File: config.mk
export PLATFORM = sky130hd
export DESIGN_NAME = pipe_stage_reg
export DESIGN_NICKNAME = d
export VERILOG_FILES = /design/src/rtl/pipe_pkg.sv /design/src/rtl/pipe_skid_entry.sv /design/src/rtl/pipe_stage_reg.sv
export SDC_FILE = /design/constraint.sdc
export NUM_CORES = 1
export LEC_CHECK = 0
export ABC_AREA = 1
export BUFFER_PORTS_ARGS = -buffer_cell sky130_fd_sc_hd__buf_2
export CORE_MARGIN = 1.5
export CORE_UTILIZATION = 30
export CTS_CLUSTER_DIAMETER = 60
export DETAILED_ROUTE_END_ITERATION = 10
export GPL_TIMING_DRIVEN = 1
export HOLD_SLACK_MARGIN = 0.1
export PLACE_DENSITY_LB_ADDON = 0.3
export SLEW_MARGIN = 40
export SYNTH_ARGS = -nofsm -noshare
export SYNTH_HDL_FRONTEND = slang
export SYNTH_SLANG_ARGS = --single-unit
File: constraint.sdc
create_clock -name pii_clk -period 3 [get_ports pii_clk]
set_input_delay 0.3 -clock pii_clk [delete_from_list [all_inputs] [get_ports pii_clk]]
set_output_delay 0.3 -clock pii_clk [all_outputs]
set_load 0.005 [all_outputs]
File: src/rtl/pipe_pkg.sv
// Shared definitions for the pipeline stage register: default widths,
// bubble instruction and skid-buffer occupancy state encoding.
package pipe_pkg;

    localparam int ADDR_W_DEF  = 16;
    localparam int INSTR_W_DEF = 16;
    localparam logic [15:0] NOP_WORD_DEF = 16'h0800;

    typedef enum logic [1:0] {
        ST_EMPTY = 2'd0,
        ST_ONE   = 2'd1,
        ST_FULL  = 2'd2
    } state_e;

endpackage

File: src/rtl/pipe_skid_entry.sv
// One pipeline entry: valid bit plus address and instruction, with load and
// clear; a cleared entry shows the NOP bubble and keeps its last address.
module pipe_skid_entry
    import pipe_pkg::*;
#(
    parameter int                 ADDR_W   = ADDR_W_DEF,
    parameter int                 INSTR_W  = INSTR_W_DEF,
    parameter logic [INSTR_W-1:0] NOP_WORD = NOP_WORD_DEF
) (
    input  logic               pii_clk,
    input  logic               pii_rst,
    input  logic               load_i,
    input  logic               clear_i,
    input  logic [ADDR_W-1:0]  addr_i,
    input  logic [INSTR_W-1:0] instr_i,
    output logic               valid_o,
    output logic [ADDR_W-1:0]  addr_o,
    output logic [INSTR_W-1:0] instr_o
);

    logic               valid_q, valid_d;
    logic [ADDR_W-1:0]  addr_q, addr_d;
    logic [INSTR_W-1:0] instr_q, instr_d;

    // Next-state: clear (flush/drain) wins over load.
    always_comb begin
        valid_d = valid_q;
        addr_d  = addr_q;
        instr_d = instr_q;
        if (clear_i) begin
            valid_d = 1'b0;
            instr_d = NOP_WORD;
        end else if (load_i) begin
            valid_d = 1'b1;
            addr_d  = addr_i;
            instr_d = instr_i;
        end else begin
            valid_d = valid_q;
        end
    end

    // Entry storage register.
    always_ff @(posedge pii_clk or negedge pii_rst) begin
        if (!pii_rst) begin
            valid_q <= 1'b0;
            addr_q  <= {ADDR_W{1'b0}};
            instr_q <= NOP_WORD;
        end else begin
            valid_q <= valid_d;
            addr_q  <= addr_d;
            instr_q <= instr_d;
        end
    end

    assign valid_o = valid_q;
    assign addr_o  = addr_q;
    assign instr_o = instr_q;

endmodule

File: src/rtl/pipe_stage_reg.sv
// Valid/ready pipeline stage register with flush-to-bubble and an optional
// two-entry skid buffer that makes upstream ready a registered signal.
module pipe_stage_reg
    import pipe_pkg::*;
#(
    parameter int                 ADDR_W   = ADDR_W_DEF,
    parameter int                 INSTR_W  = INSTR_W_DEF,
    parameter logic [INSTR_W-1:0] NOP_WORD = NOP_WORD_DEF,
    parameter int                 SKID     = 1
) (
    input  logic               pii_clk,
    input  logic               pii_rst,
    input  logic               pii_valid,
    input  logic [ADDR_W-1:0]  pii_addr,
    input  logic [INSTR_W-1:0] pii_instr,
    output logic               pio_ready,
    output logic               pio_valid,
    output logic [ADDR_W-1:0]  pio_addr,
    output logic [INSTR_W-1:0] pio_instr,
    input  logic               pii_ready,
    input  logic               pii_flush,
    output logic [1:0]         pio_count
);

    logic               head_load_s, head_clear_s, head_sel_skid_s, head_valid_s;
    logic [ADDR_W-1:0]  skid_addr_s, head_addr_in_s;
    logic [INSTR_W-1:0] skid_instr_s, head_instr_in_s;

    assign head_addr_in_s  = head_sel_skid_s ? skid_addr_s  : pii_addr;
    assign head_instr_in_s = head_sel_skid_s ? skid_instr_s : pii_instr;

    pipe_skid_entry #(
        .ADDR_W   (ADDR_W),
        .INSTR_W  (INSTR_W),
        .NOP_WORD (NOP_WORD)
    ) u_head (
        .pii_clk (pii_clk),
        .pii_rst (pii_rst),
        .load_i  (head_load_s),
        .clear_i (head_clear_s),
        .addr_i  (head_addr_in_s),
        .instr_i (head_instr_in_s),
        .valid_o (head_valid_s),
        .addr_o  (pio_addr),
        .instr_o (pio_instr)
    );

    assign pio_valid = head_valid_s;

    generate
        if (SKID != 0) begin : g_skid
            state_e state_q, state_d;
            logic   ready_q, accept_s, consume_s;
            logic   skid_load_s, skid_clear_s, skid_valid_s;

            assign accept_s  = pii_valid & ready_q;
            assign consume_s = head_valid_s & pii_ready;

            pipe_skid_entry #(
                .ADDR_W   (ADDR_W),
                .INSTR_W  (INSTR_W),
                .NOP_WORD (NOP_WORD)
            ) u_skid (
                .pii_clk (pii_clk),
                .pii_rst (pii_rst),
                .load_i  (skid_load_s),
                .clear_i (skid_clear_s),
                .addr_i  (pii_addr),
                .instr_i (pii_instr),
                .valid_o (skid_valid_s),
                .addr_o  (skid_addr_s),
                .instr_o (skid_instr_s)
            );

            // State and registered upstream ready; ready drops only when FULL.
            always_ff @(posedge pii_clk or negedge pii_rst) begin
                if (!pii_rst) begin
                    state_q <= ST_EMPTY;
                    ready_q <= 1'b0;
                end else begin
                    state_q <= state_d;
                    ready_q <= (state_d != ST_FULL);
                end
            end

            // Occupancy next-state; flush overrides every transfer.
            always_comb begin
                state_d = state_q;
                if (pii_flush) begin
                    state_d = ST_EMPTY;
                end else begin
                    case (state_q)
                        ST_EMPTY: state_d = accept_s ? ST_ONE : ST_EMPTY;
                        ST_ONE: begin
                            if (accept_s && !consume_s)      state_d = ST_FULL;
                            else if (consume_s && !accept_s) state_d = ST_EMPTY;
                            else                             state_d = ST_ONE;
                        end
                        ST_FULL:  state_d = consume_s ? ST_ONE : ST_FULL;
                        default:  state_d = ST_EMPTY;
                    endcase
                end
            end

            // Entry load/clear controls derived from state and transfers.
            always_comb begin
                head_load_s     = 1'b0;
                head_clear_s    = 1'b0;
                head_sel_skid_s = 1'b0;
                skid_load_s     = 1'b0;
                skid_clear_s    = 1'b0;
                if (pii_flush) begin
                    head_clear_s = 1'b1;
                    skid_clear_s = 1'b1;
                end else begin
                    case (state_q)
                        ST_EMPTY: head_load_s = accept_s;
                        ST_ONE: begin
                            if (accept_s && consume_s) head_load_s  = 1'b1;
                            else if (accept_s)         skid_load_s  = 1'b1;
                            else if (consume_s)        head_clear_s = 1'b1;
                            else                       head_load_s  = 1'b0;
                        end
                        ST_FULL: begin
                            if (consume_s) begin
                                head_load_s     = 1'b1;
                                head_sel_skid_s = 1'b1;
                                skid_clear_s    = 1'b1;
                            end else begin
                                head_load_s = 1'b0;
                            end
                        end
                        default: begin
                            head_clear_s = 1'b1;
                            skid_clear_s = 1'b1;
                        end
                    endcase
                end
            end

            assign pio_ready = ready_q;
            assign pio_count = {skid_valid_s, head_valid_s & ~skid_valid_s};
        end else begin : g_single
            logic accept_s, consume_s;

            assign pio_ready       = ~head_valid_s | pii_ready;
            assign accept_s        = pii_valid & pio_ready;
            assign consume_s       = head_valid_s & pii_ready;
            assign skid_addr_s     = {ADDR_W{1'b0}};
            assign skid_instr_s    = NOP_WORD;
            assign head_sel_skid_s = 1'b0;

            // Single-register control: accept replaces the head, drain leaves a bubble.
            always_comb begin
                head_load_s  = 1'b0;
                head_clear_s = 1'b0;
                if (pii_flush)      head_clear_s = 1'b1;
                else if (accept_s)  head_load_s  = 1'b1;
                else if (consume_s) head_clear_s = 1'b1;
                else                head_load_s  = 1'b0;
            end

            assign pio_count = {1'b0, head_valid_s};
        end
    endgenerate

endmodule
=== After elaboration in Yosys (flattened, before gate mapping) ===
Index checks and enable logic that the tools add are counted.

* Input port bits: 37
* Bits in registers: 69
* Output and inout port bits: 36
* Logic and storage cells: 61

* Bitwise operators: 6
* Reductions and logical operators: 12
* Mux-type cells: 32
* Equality and inequality tests: 3

{| class="wikitable"
|+ Operators with widths
! kind !! number
|-
| 2-to-1 mux 16 bit || 6
|-
| 2-to-1 mux 1 bit || 19
|-
| 2-to-1 mux 2 bit || 3
|-
| one-hot mux 2 bit (3 select lines) || 1
|-
| one-hot mux 1 bit (2 select lines) || 2
|-
| AND reduction 2 bit || 2
|-
| nonzero test 2 bit || 2
|-
| OR reduction 2 bit || 2
|-
| bitwise AND 1 bit || 3
|-
| logical AND 1 bit || 3
|-
| inverter 1 bit || 3
|-
| one-hot mux 1 bit (3 select lines) || 1
|-
| == test 2 x 1 -> 1 bit, second input constant || 1
|-
| == test 2 bit, second input constant || 1
|-
| zero test 1 bit || 2
|-
| zero test 2 bit || 1
|-
| != test 2 bit, second input constant || 1
|}

=== Depth between registers and ports, before layout ===
* Word-level depth: 8
* Gate-level depth with buffers: 11
* Mapped depth without buffers: 10

=== By module ===
A second synthesis with hierarchy kept.

* Cell total of the unflattened synthesis: 423
* Area total of the unflattened synthesis: 3379.5 sq um

{| class="wikitable"
|+ Modules (own cells, without submodules)
! module !! instances !! area an instance (sq um) !! seq. area each (sq um) !! cells each
|-
| pipe_skid_entry || 2 || 1321.3 || 827.0 || 143
|-
| pipe_stage_reg || 1 || 737.0 || 75.1 || 137
|}

=== Worst setup path before layout ===
No wires, ideal clock.

* Path kind: flip-flop to flip-flop
* Start: register u_head.valid_q (netlist: u_head.valid_o)
* End: register u_head.addr_q[10] (netlist: u_head.addr_o[10])
* Cell stages (with the launch flop): 12
* Arrival time: 1512 ps
* Required time: 2935 ps
* Slack: 1423 ps
* Buffers on the path: 1
* Library setup time: 65 ps
* Clock period less this slack: 1577 ps
* Cells stage by stage: dfrtp_1 > nand2_1 > inv_1 > ha_1 > nand2_1 > inv_1 > nor2_2 > nand2_2 > inv_2 > buf_2 > nand2_1 > nand2_1

* Word-level cells in the longest chain between the ends: 8
* Elaborated cells between the ends (all ways): 15
* Classes of those cells: 11 x mux; 2 x bitwise; 2 x reduce/logical

{| class="wikitable"
|+ Ends and longest elaborated chain
! item !! RTL line !! source
|-
| start: declaration || pipe_skid_entry.sv:21 || <nowiki>logic valid_q, valid_d;</nowiki>
|-
| start signal: assignment || pipe_skid_entry.sv:49 || <nowiki>valid_q <= valid_d;</nowiki>
|-
| bitwise AND 1 bit (*) || pipe_stage_reg.sv:57 || <nowiki>assign consume_s = head_valid_s & pii_ready;</nowiki>
|-
| 2-to-1 mux 1 bit || pipe_stage_reg.sv:121, pipe_stage_reg.sv:125 ||
|-
| 2-to-1 mux 1 bit || pipe_stage_reg.sv:120 || <nowiki>else if (accept_s) skid_load_s = 1'b1;</nowiki>
|-
| 2-to-1 mux 1 bit || pipe_stage_reg.sv:119 || <nowiki>if (accept_s && consume_s) head_load_s = 1'b1;</nowiki>
|-
| one-hot mux 1 bit (2 select lines) || pipe_stage_reg.sv:116 || <nowiki>case (state_q)</nowiki>
|-
| 2-to-1 mux 1 bit || pipe_stage_reg.sv:112 || <nowiki>if (pii_flush) begin</nowiki>
|-
| inverter 1 bit (no source line) || -- ||
|-
| AND reduction 2 bit (no source line) || -- ||
|-
| end signal: assignment || pipe_skid_entry.sv:46 || <nowiki>addr_q <= {ADDR_W{1'b0}};</nowiki>
|-
| end signal: assignment || pipe_skid_entry.sv:50 || <nowiki>addr_q <= addr_d;</nowiki>
|-
| end: declaration || pipe_skid_entry.sv:22 || <nowiki>logic [ADDR_W-1:0] addr_q, addr_d;</nowiki>
|}

Every way passes the cells marked *; elsewhere a longest branch is shown, timed or not.
A chain may end at the register's enable or synchronous reset.

=== Worst setup path after layout ===
* Start: register u_head.valid_q (netlist: u_head.valid_o)
* End: register u_head.addr_q[9] (netlist: u_head.addr_o[9])

Same word-level chain as after synthesis.

==> impl_metrics.tcl <==
set metrics [dict create \
    status "finished clean" \
    crit_path_start_kind "flip-flop" \
    grt_remaining_overflow 0 \
    tns_ns 0 \
    mostFrequentLayoutCells "186 x nand2_1, 71 x buf_2, 67 x dfrtp_1" \
    path_buf_inv 3 \
    slowest_stage "inv_2" \
    hold_class "in2reg" \
    routed_via_density 4.63 \
    cp_max_fo 31 \
    vdd_drop_max_mv 0.368 \
    postSynthAreaPerCell_um2 7.80 \
    firstDrtPassIters 4 \
    layout_commonest_cell "nand2_1" \
    end_kind "flip-flop" \
    yosys_warnings 0 \
    crit_path_cell_trace "nand2_1 > inv_1 > ha_1 > nand2_1 > inv_1 > nor2_2 > nand2_2 > inv_2 > nand2_1 > nand2_1" \
    initial_core_util_pct 31.0 \
    seq_area_frac_synth_pct 54.0 \
    ys_ff_latch 69 \
    path_common_cell "nand2_1" \
    drive_gt1_share_pct 22.4 \
    core_area_um2 10300 \
    antenna_cells 0 \
    relSlewSlack_pct 49.0 \
    die_y_um 106 \
    htreeDepth 3 \
    clk_root_buffer_cell "clkbuf_8" \
    dpl.hpwl_mm 5.54 \
    power.total_uw 2380 \
    syn-cell-area_um2 3200 \
    std_cell_rows 37 \
    period_share_pct 72.5 \
    fin_crit_ns 2.18 \
    dieArea_um2 11300 \
    drc 0 \
    rsz0062_at_grt "no" \
    path_clk_slew_ns 0.08 \
    area_growth_pct 20.9 \
    critPathKind "reg2reg" \
    post_cts_buffers 0 \
    ant_nets 0 \
    critPathTopFamily "simple AND/OR/NAND/NOR gates" \
    slew_violations 0 \
    tightest_slew_ns 0.764 \
    fillers 1124 \
    hold_viol_final 0 \
    setup_violations 0 \
    clk_path_buf_depth 2 \
    dp_slack_ns 0.763 \
    detail_route.iter0.violations 128 \
    track_usage_pct 15.9 \
    numClockSinks 69 \
    grt_pass1_vias 2919 \
    fin_area_um2 3870 \
    grt_pass1_wl_mm 14.0 \
    synth.distinct_cells 21 \
    skew_ns 0.00855 \
    grt_max_degree 49 \
    power_density_nw_per_um2 613 \
    cap_viol_max_count 0 \
    synthesis.nets 450 \
    io_buffers 72 \
    tritoncts "yes" \
    syn_inst 411 \
    fin_ws_ns 0.824 \
    gp_congestion 0.780 \
    dieWidth_um 106 \
    antenna_found_initial 0 \
    dpl-instance-area_um2 3670 \
    max_stage_delay_ns 0.50 \
    cp.arrival_ns 2.47 \
    worstPathRequired_ns 3.29 \
    io_pins 73 \
    drt-wirelength-per-cell_um 13.3 \
    clk-insertion-delay-late_ns 0.35 \
    whs_ns 0.204 \
    num_vias 2859 \
    maxClockFrequency_mhz 460 \
    cts_inserted_buffers 9 \
    p_leak_uw 0.00214 \
    drt_wl_total_mm 8.22 \
    nNetsFinal 517 \
]
worst paths after layout:
kind	slack, ns	depth (start not counted)	end	startpoint
setup reg to reg	0.82	10	u_head.addr_o[9]$_DFFE_PN0P_	u_head.valid_o$_DFFE_PN0P_
min in group asynchronous	0.46	2	u_head.instr_o[6]$_DFFE_PN0P_	pii_rst
hold reg to reg	0.47	2	g_skid.u_skid.addr_o[8]$_DFFE_PN0P_	g_skid.u_skid.addr_o[8]$_DFFE_PN0P_
setup / recovery	0.82	10	u_head.addr_o[9]$_DFFE_PN0P_	u_head.valid_o$_DFFE_PN0P_
hold / removal	0.20	3	g_skid.u_skid.instr_o[3]$_DFFE_PN0P_	pii_instr[3]
max in group asynchronous	1.87	3	g_skid.u_skid.instr_o[8]$_DFFE_PN0P_	pii_rst
tightest hold or removal path: stages:
cell and delay (ns):
buf_2 0.09, nand3_1 0.06, o21ai_0 0.06
cell usage after synthesis:
library cell | instances | area share (%)
a21oi_1 | 2 | 0.31
buf_1 | 1 | 0.12
buf_2 | 5 | 0.78
buf_4 | 5 | 1.2
buf_6 | 1 | 0.35
clkbuf_1 | 10 | 1.2
dfrtp_1 | 67 | 52
dfstp_2 | 2 | 1.6
ha_1 | 2 | 0.78
inv_1 | 25 | 2.9
inv_2 | 3 | 0.35
nand2_1 | 186 | 22
nand2_2 | 2 | 0.39
nand3_1 | 50 | 7.8
nand3_2 | 1 | 0.31
nand4_1 | 1 | 0.20
nor2_1 | 8 | 0.94
nor2_2 | 5 | 0.98
nor2_4 | 1 | 0.35
nor3_1 | 1 | 0.16
o21ai_0 | 33 | 5.2
what timing repair did:
item,in CTS,in global routing
endpoints found under the hold margin,37,0
gates resized for setup,0,0
hold buffers,1,0
endpoints found under the setup margin,0,0
flip-flops by register name, summed over array words and instances, names as in the netlist:
name,cells
g_skid.u_skid.addr_o,16
g_skid.u_skid.instr_o,16
u_head.addr_o,16
u_head.instr_o,16
g_skid.state_q,2
g_skid.u_skid.valid_o,1
pio_ready,1
u_head.valid_o,1
power by group:
| part | leakage (uW) | internal [uW] | switching, uW | total (uW) |
|---|---|---|---|---|
| Sequential | 0.000891 | 1110 | 105 | 1210 |
| Clock | 0.0000950 | 379 | 353 | 732 |
| Combinational | 0.00116 | 172 | 261 | 432 |
routing by layer:
layer	track usage [%]	share of wire [%]
met5	0	0
met4	5.89	2.0
met3	4.72	6.0
met1	19.6	46
met2	26.3	46
through the flow:
step | utilization [%] | std cells
final | 37.5 | 618
after global routing | 37.5 | 618
after CTS | 37.5 | 618
after detailed placement | 35.6 | 602
after global placement | 35.5 | 602
after floorplan | - | 411
area by class of cell:
class                           instances  area [um2]  area share [%]
Timing Repair Buffer                   78         410            10.6
Tap cell                              136         170            4.39
Sequential cell                        69        1730            44.6
Clock buffer                            9         124            3.20
Clock inverter                          6        65.1            1.68
Inverter                               28         105            2.71
Multi-Input combinational cell        292        1270            32.8
logic make-up after synthesis:
family / share of synthesized area, %
flops: 54.0
compound gates: 5.47
buf+inv: 6.87
fa+ha+maj: 0.781
simple gates: 32.9
Note: power is estimated with default switching activity, not from simulation.
